### src/rtl/pipelined_adder_pkg.sv
// Shared sizing defaults and helpers for the pipelined adder/subtractor.
package pipelined_adder_pkg;

    localparam int ADD_WIDTH_DEFAULT = 16;
    localparam int ADD_CHUNK_DEFAULT = 4;

    function automatic int calc_stages(input int width, input int chunk);
        return width / chunk;
    endfunction

endpackage

### src/rtl/pipelined_adder_chunk.sv
// Combinational CHUNK-bit ripple-carry segment built from full-adder cells.
// c_msb_in is the carry entering the top bit, needed for signed overflow.
module adder_chunk #(
    parameter int CHUNK = 4
) (
    input  logic [CHUNK-1:0] a,
    input  logic [CHUNK-1:0] b,
    input  logic             cin,
    output logic [CHUNK-1:0] sum,
    output logic             cout,
    output logic             c_msb_in
);

    logic [CHUNK:0] c;

    always_comb begin
        c    = '0;
        sum  = '0;
        c[0] = cin;
        for (int i = 0; i < CHUNK; i++) begin
            sum[i]   = a[i] ^ b[i] ^ c[i];
            c[i+1]   = (a[i] & b[i]) | (c[i] & (a[i] ^ b[i]));
        end
    end

    assign cout     = c[CHUNK];
    assign c_msb_in = c[CHUNK-1];

endmodule

### src/rtl/pipelined_adder.sv
// Skewed-pipeline adder/subtractor: one CHUNK-bit ripple segment per stage,
// inter-segment carry registered, one result per cycle.
module pipelined_adder
    import pipelined_adder_pkg::*;
#(
    parameter int WIDTH = ADD_WIDTH_DEFAULT,
    parameter int CHUNK = ADD_CHUNK_DEFAULT
) (
    input  logic             clk,
    input  logic             reset,
    input  logic             in_valid,
    output logic             in_ready,
    input  logic [WIDTH-1:0] in_a,
    input  logic [WIDTH-1:0] in_b,
    input  logic             in_sub,
    input  logic             in_cin,
    output logic             out_valid,
    input  logic             out_ready,
    output logic [WIDTH-1:0] out_sum,
    output logic             out_cout,
    output logic             out_ovf
);

    localparam int STAGES = calc_stages(WIDTH, CHUNK);

    if (WIDTH % CHUNK != 0) begin : g_bad_cfg
        $error("pipelined_adder: WIDTH must be a multiple of CHUNK");
    end

    // Handshake: a beat moves on an edge where valid & ready are both high.
    // The whole pipe shifts together when the last stage is empty or drained,
    // so in_ready is simply that advance condition.
    logic                             advance;
    logic [WIDTH-1:0]                 b_eff;
    logic [STAGES-1:0]                v_q, v_d, c_q, c_d;
    logic [STAGES-1:0][WIDTH-1:0]     a_q, a_d, b_q, b_d, sum_q, sum_d;
    logic                             ovf_q, ovf_d;
    logic [STAGES-1:0][CHUNK-1:0]     ch_a, ch_b, ch_sum;
    logic [STAGES-1:0]                ch_cin, ch_cout, ch_cmsb;
    logic                             unused_bits;

    assign b_eff    = in_sub ? ~in_b : in_b;
    assign advance  = !v_q[STAGES-1] || out_ready;
    assign in_ready = advance;

    for (genvar k = 0; k < STAGES; k++) begin : g_stage
        if (k == 0) begin : g_first
            assign ch_a[k]   = in_a[CHUNK-1:0];
            assign ch_b[k]   = b_eff[CHUNK-1:0];
            assign ch_cin[k] = in_cin ^ in_sub;
        end else begin : g_rest
            assign ch_a[k]   = a_q[k-1][k*CHUNK +: CHUNK];
            assign ch_b[k]   = b_q[k-1][k*CHUNK +: CHUNK];
            assign ch_cin[k] = c_q[k-1];
        end

        adder_chunk #(.CHUNK(CHUNK)) u_chunk (
            .a        (ch_a[k]),
            .b        (ch_b[k]),
            .cin      (ch_cin[k]),
            .sum      (ch_sum[k]),
            .cout     (ch_cout[k]),
            .c_msb_in (ch_cmsb[k])
        );
    end

    always_comb begin
        v_d   = v_q;
        a_d   = a_q;
        b_d   = b_q;
        sum_d = sum_q;
        c_d   = c_q;
        ovf_d = ovf_q;
        if (advance) begin
            v_d[0] = in_valid;
            if (in_valid) begin
                a_d[0]               = in_a;
                b_d[0]               = b_eff;
                sum_d[0]             = '0;
                sum_d[0][CHUNK-1:0]  = ch_sum[0];
                c_d[0]               = ch_cout[0];
            end
            for (int k = 1; k < STAGES; k++) begin
                v_d[k] = v_q[k-1];
                if (v_q[k-1]) begin
                    a_d[k]                     = a_q[k-1];
                    b_d[k]                     = b_q[k-1];
                    sum_d[k]                   = sum_q[k-1];
                    sum_d[k][k*CHUNK +: CHUNK] = ch_sum[k];
                    c_d[k]                     = ch_cout[k];
                end
            end
            // Overflow is only meaningful for the segment holding the MSB.
            if (v_d[STAGES-1]) begin
                ovf_d = ch_cout[STAGES-1] ^ ch_cmsb[STAGES-1];
            end
        end
    end

    always_ff @(posedge clk) begin
        if (reset) begin
            v_q   <= '0;
            a_q   <= '0;
            b_q   <= '0;
            sum_q <= '0;
            c_q   <= '0;
            ovf_q <= 1'b0;
        end else begin
            v_q   <= v_d;
            a_q   <= a_d;
            b_q   <= b_d;
            sum_q <= sum_d;
            c_q   <= c_d;
            ovf_q <= ovf_d;
        end
    end

    assign out_valid = v_q[STAGES-1];
    assign out_sum   = sum_q[STAGES-1];
    assign out_cout  = c_q[STAGES-1];
    assign out_ovf   = ovf_q;

    // Already-consumed operand bits and lower-stage MSB carries are not needed.
    assign unused_bits = ^{a_q, b_q, ch_cmsb};

endmodule

### config.mk
export PLATFORM = sky130hd
export DESIGN_NAME = pipelined_adder
export DESIGN_NICKNAME = d
export VERILOG_FILES = /design/src/rtl/pipelined_adder_pkg.sv /design/src/rtl/pipelined_adder_chunk.sv /design/src/rtl/pipelined_adder.sv
export SDC_FILE = /design/constraint.sdc
export NUM_CORES = 1
export LEC_CHECK = 0
export ABC_AREA = 1
export BUFFER_PORTS_ARGS = -buffer_cell sky130_fd_sc_hd__buf_2
export CORE_MARGIN = 1
export CORE_UTILIZATION = 50
export CTS_BUF_LIST = sky130_fd_sc_hd__clkbuf_16
export CTS_CLUSTER_DIAMETER = 60
export DETAILED_ROUTE_END_ITERATION = 10
export MAX_ROUTING_LAYER = met4
export PLACE_DENSITY = 0.71
export SLEW_MARGIN = 20
export SYNTH_ARGS = -nofsm -noshare
export SYNTH_HDL_FRONTEND = slang
export SYNTH_SLANG_ARGS = --single-unit
### constraint.sdc
create_clock -name clk -period 3.09 [get_ports clk]
set_input_delay 0.1545 -clock clk [delete_from_list [all_inputs] [get_ports clk]]
set_output_delay 0.1545 -clock clk [all_outputs]
set_load 0.005 [all_outputs]
Yosys cells after proc, flatten, opt, wreduce, memory -nomap -nowiden

Cells that the tools add are included.

Word-level logic and storage cells: 106
Output and inout bits: 20
Register bits after elaboration: 145
Input bits: 38

Bitwise gates (word level): 83
Reduce and logical (&&, ||, !) cells: 6
Muxes and demuxes: 1

Operators with widths:

| kind                | count |
|---|---|
| bitwise XOR 1 bit   | 34 |
| bitwise AND 1 bit   | 32 |
| 2-to-1 mux 16 bit   | 1 |
| inverter 16 bit     | 1 |
| bitwise OR 1 bit    | 16 |
| AND reduction 2 bit | 4 |
| zero test 1 bit     | 1 |
| logical OR 1 bit    | 1 |

Logic depth before layout (Yosys ltp)

Depth in word-level cells: 11
Mapped depth: 12
Mapped depth without buffers: 11

By module

A second synthesis with hierarchy kept.

Cell total of the unflattened synthesis: 549
Area total of the unflattened synthesis: 4209.0 um^2

By module, submodules not included:

| module          | instances | area an instance (um^2) | seq. area each (um^2) | cells an instance |
|---|---|---|---|---|
| pipelined_adder | 1         | 3768.6                  | 1941.9                | 501 |
| adder_chunk     | 4         | 110.1                   | 0.0                   | 12 |

Least setup slack after synthesis

OpenSTA, ideal clock, no wires.

Kind: input to register
From: in in_sub
To: reg sum_q[3] (netlist bit)
Library setup time: 0.116 ns
Data required time: 2.974 ns
Slack: 0.730 ns
Buffers on the path: 2
Arrival time: 2.244 ns
Stages: 12
Path through: buf_4 > buf_4 > xnor2_1 > fa_1 > inv_1 > fa_1 > inv_1 > fa_1 > inv_1 > fa_1 > o21ai_0 > nor2_1

RTL lines:

| element              | RTL line               | text |
|---|---|---|
| start, declared      | pipelined_adder.sv:15  | `input logic in_sub,` |
| end signal, assigned | pipelined_adder.sv:112 | `sum_q <= sum_d;` |
| end, declared        | pipelined_adder.sv:36  | `logic [STAGES-1:0][WIDTH-1:0] a_q, a_d, b_q, b_d, sum_q, sum_d;` |

Worst setup path after layout

From: reg a_q[44] (netlist bit)
To: reg sum_q (netlist bit out_sum[15])

Cells in the longest elaborated chain, start to end: 8
Elaborated cells between the ends (all ways): 9
Those cells by class: bitwise (9)

Ends and longest elaborated chain:

| element                | RTL line                    | text |
|---|---|---|
| start, declared        | pipelined_adder.sv:36       |  |
| start signal, assigned | pipelined_adder.sv:103      | `a_q <= '0;` |
| start signal, assigned | pipelined_adder.sv:110      | `a_q <= a_d;` |
| bitwise XOR 1 bit      | pipelined_adder_chunk.sv:22 | `c[i+1] = (a[i] & b[i]) \| (c[i] & (a[i] ^ b[i]));` |
| bitwise AND 1 bit      | pipelined_adder_chunk.sv:22 |  |
| bitwise OR 1 bit (*)   | pipelined_adder_chunk.sv:22 |  |
| bitwise AND 1 bit (*)  | pipelined_adder_chunk.sv:22 |  |
| bitwise OR 1 bit (*)   | pipelined_adder_chunk.sv:22 |  |
| bitwise AND 1 bit (*)  | pipelined_adder_chunk.sv:22 |  |
| bitwise OR 1 bit (*)   | pipelined_adder_chunk.sv:22 |  |
| bitwise XOR 1 bit (*)  | pipelined_adder_chunk.sv:21 | `sum[i] = a[i] ^ b[i] ^ c[i];` |

Every way passes the cells marked *; elsewhere a longest branch is shown, timed or not.
A chain may end at the register's enable or synchronous reset.

==> flow_summary.toml <==
[worst_setup_path]
critical_path_depth = 10
critical_path_required_ps = 3360
cp-startpoint = "a_q[44]$_SDFFE_PP0P_"
endpoint_kind = "flip-flop"
critical_path_source_type = "flip-flop"
crit-reg2reg-capture = "out_sum[15]$_SDFFE_PP0P_"
worst_path_max_delay_cell = "sky130_fd_sc_hd__fa_1"
worstPathCellList = "fa_1, inv_1, fa_1, inv_1, fa_1, inv_1, fa_1, inv_1, o21ai_0, nor2_1"
worstSetupPathType = "flip-flop to flip-flop"
worstPathBufferInverterCount = 4
r2r_start = "a_q[44]$_SDFFE_PP0P_"
worst-r2r-setup-slack_ps = 880
reg2reg_depth = 10
worst_ep_arrival_time_ps = 2490
cpLargestDelayFamily = "adder cells"
cpPeakStageDelay_ps = 420
crit_path_max_fanout = 2

[hold_path]
hold_path.startpoint = "reset"
hold-path-endpoint = "v_q[2]$_SDFFE_PP0N_"
worst_hold_path_type = "input pin to flip-flop"
hold_path_depth = 2

[clocking]
cts_tree = "built"
htree_levels = 3
clock-sinks = 97
clk_pin_slew_ps = 60
clk_path_buf_depth = 2
post_cts_repair_timing_setup_buffer_count = 0
cts_repair_resize_count = 0
hold_buffers = 0
cts-buffers-inserted = 9
clock_insertion_delay_worst_skew_ps = 340
clockRootBuffer = "sky130_fd_sc_hd__clkbuf_16"

[floorplan]
fp.dieH_um = 93.9
start_util = 0.517
design.die.area_mm2 = 0.00882
design.core.area_mm2 = 0.00818
chipWidth_um = 93.9
boundary_pins = 58
std_cell_rows = 33

[route]
routed_via_density = 4.52
dr_total_vias = 3139
drt_wl_total_um = 6970
drt_drc_violations_left = 0
drt_pre_antenna_iters = 6
route.antenna.remaining_nets = 0
detailedRoute.firstIterationViolations = 72
detail_route.wl_per_cell_um = 10.0

[yosys]
count_of_flip_flops_with_a_built_in_enable_after_synthesis = 0
synthesis.yosys.warnings = 0
postSynthCellCount = 560
synth_async_sr_flop_share = 0
synthDominantCellAreaShare = 0.460
seq_area_frac_synth = 0.460
ys.flop_type = "sky130_fd_sc_hd__dfxtp_1"
synth_area_mm2 = 0.00422
ys_seq_elements = 97
netlist.top_cell.by_area = "sky130_fd_sc_hd__dfxtp_1"
netlist-cell-type-count = 19
post_synth.cell_area_avg_um2 = 7.54
synthTopCellsByArea = "sky130_fd_sc_hd__dfxtp_1 (46%), sky130_fd_sc_hd__nor2_1 (16%), sky130_fd_sc_hd__o21ai_0 (8.5%)"
postSynthNetCount = 614

[final_layout]
finish.utilization = 0.581
instances_no_fill = 694
finalNetCount = 639
layout_common_cells = "sky130_fd_sc_hd__nor2_1 (185), sky130_fd_sc_hd__dfxtp_1 (97), sky130_fd_sc_hd__o21ai_0 (72)"
final_common_cell = "sky130_fd_sc_hd__nor2_1"
diodes = 0
syn_to_final_growth_pct = 12.4
final_layout_size_suffix_gt1_frac = 0.143

[timing]
hold_viol = 0
slew-limit-headroom = 0.371
fmax_ghz = 0.452
final.setup.tns_ps = 0
grt_setup_unrepaired = "false"
layout_worst_path_cycle_share = 0.716
setup_viol = 0
worst_clock_skew_ps = 3.92
slew_violations = 0
fin_crit_ps = 2210
worst_slew_pin_slew_ps = 943

[status]
run_status = "finished, final reports clean"

[pwr]
vdd_ir_drop_max_v = 0.000264
fin_total_pwr_mw = 3.05
cell_area_power_density_mw_per_mm2 = 642
leakage_power_nw = 2.26

[global_route]
grt_busiest_layer = "met2"
pin_count_of_the_biggest_net_entering_global_routing = 94
gr-usage-all-layers = 0.180
grt.met2_usage = 0.300
global_route.usage.met3 = 0.0413
first_global_vias = 2870
grt_use_met1 = 0.211
wire_length_of_the_first_global_routing_pass_um = 12200
grt_remaining_overflow = 0
antenna_found_initial = 0

[place]
port_buffers = 57
gp_congestion = 0.778
total_instance_count_after_detailed_placement = 679
dp_hpwl_um = 4990

[run]
cap_violations = 0
## cell families after synthesis
kind of cell	count (synthesis)	synth area share
compound gates	84	0.100
xor+xnor	7	0.0145
fa+ha+maj	16	0.0758
buf+inv	101	0.118
flops	97	0.460
simple gates	255	0.231
## per-stage QoR
stage	instance area [um2]	hold slack, ps	worst slack [ps]
final	4750	40.7	877
after global routing	4750	54.2	753
after CTS	4750	25.5	847
after detailed placement	4370	385	767
after global placement	4370	381	867
after floorplan	4220	224	730
## synth_stat cells, types with 3 or more instances
cell                      instances
sky130_fd_sc_hd__inv_2            5
sky130_fd_sc_hd__xor2_1           4
sky130_fd_sc_hd__fa_1            16
sky130_fd_sc_hd__xnor2_1          3
sky130_fd_sc_hd__o21ai_1          6
sky130_fd_sc_hd__buf_2           16
sky130_fd_sc_hd__dfxtp_1         97
sky130_fd_sc_hd__a21oi_1          5
sky130_fd_sc_hd__inv_1           51
sky130_fd_sc_hd__nand2_1         66
sky130_fd_sc_hd__buf_4           24
sky130_fd_sc_hd__nor2_1         185
sky130_fd_sc_hd__o21ai_0         72
## worst max path at each step
stage	end	slack, ps
after detailed placement	sum_q[3]$_SDFFE_PP0P_	770
after floorplan	sum_q[3]$_SDFFE_PP0P_	730
final	out_sum[15]$_SDFFE_PP0P_	880
after global routing	out_sum[15]$_SDFFE_PP0P_	750
after global placement	sum_q[3]$_SDFFE_PP0P_	870
after CTS	out_sum[15]$_SDFFE_PP0P_	850
## area by class of cell
cell class,count,area (um2)
multi-input cells,362,1780
flip-flops and latches,97,1940
clock buffers,9,225
fillers,760,3430
inverters,56,211
repair buffers,59,300
well taps,105,131
clock inverters,6,155
## sequential cells by signal, indices dropped and copies added, names as in the netlist
register,flops
sum_q,24
a_q,24
c_q,4
b_q,24
out_sum,16
out_ovf,1
v_q,4
## per-layer routing
layer	vias to the layer above	wire, um	part of all wire
li1	1732	-	-
met1	1332	3400	0.49
met2	65	3160	0.45
met3	10	297	0.043
met4	0	114	0.016
met5	-	0	0
## power by group
part           internal [mW]  total, mW  switching (mW)
Clock                  0.947       1.38           0.436
Sequential              1.33       1.37          0.0424
Combinational          0.118      0.292           0.174
No activity file was read; power rests on OpenSTA's default activity.
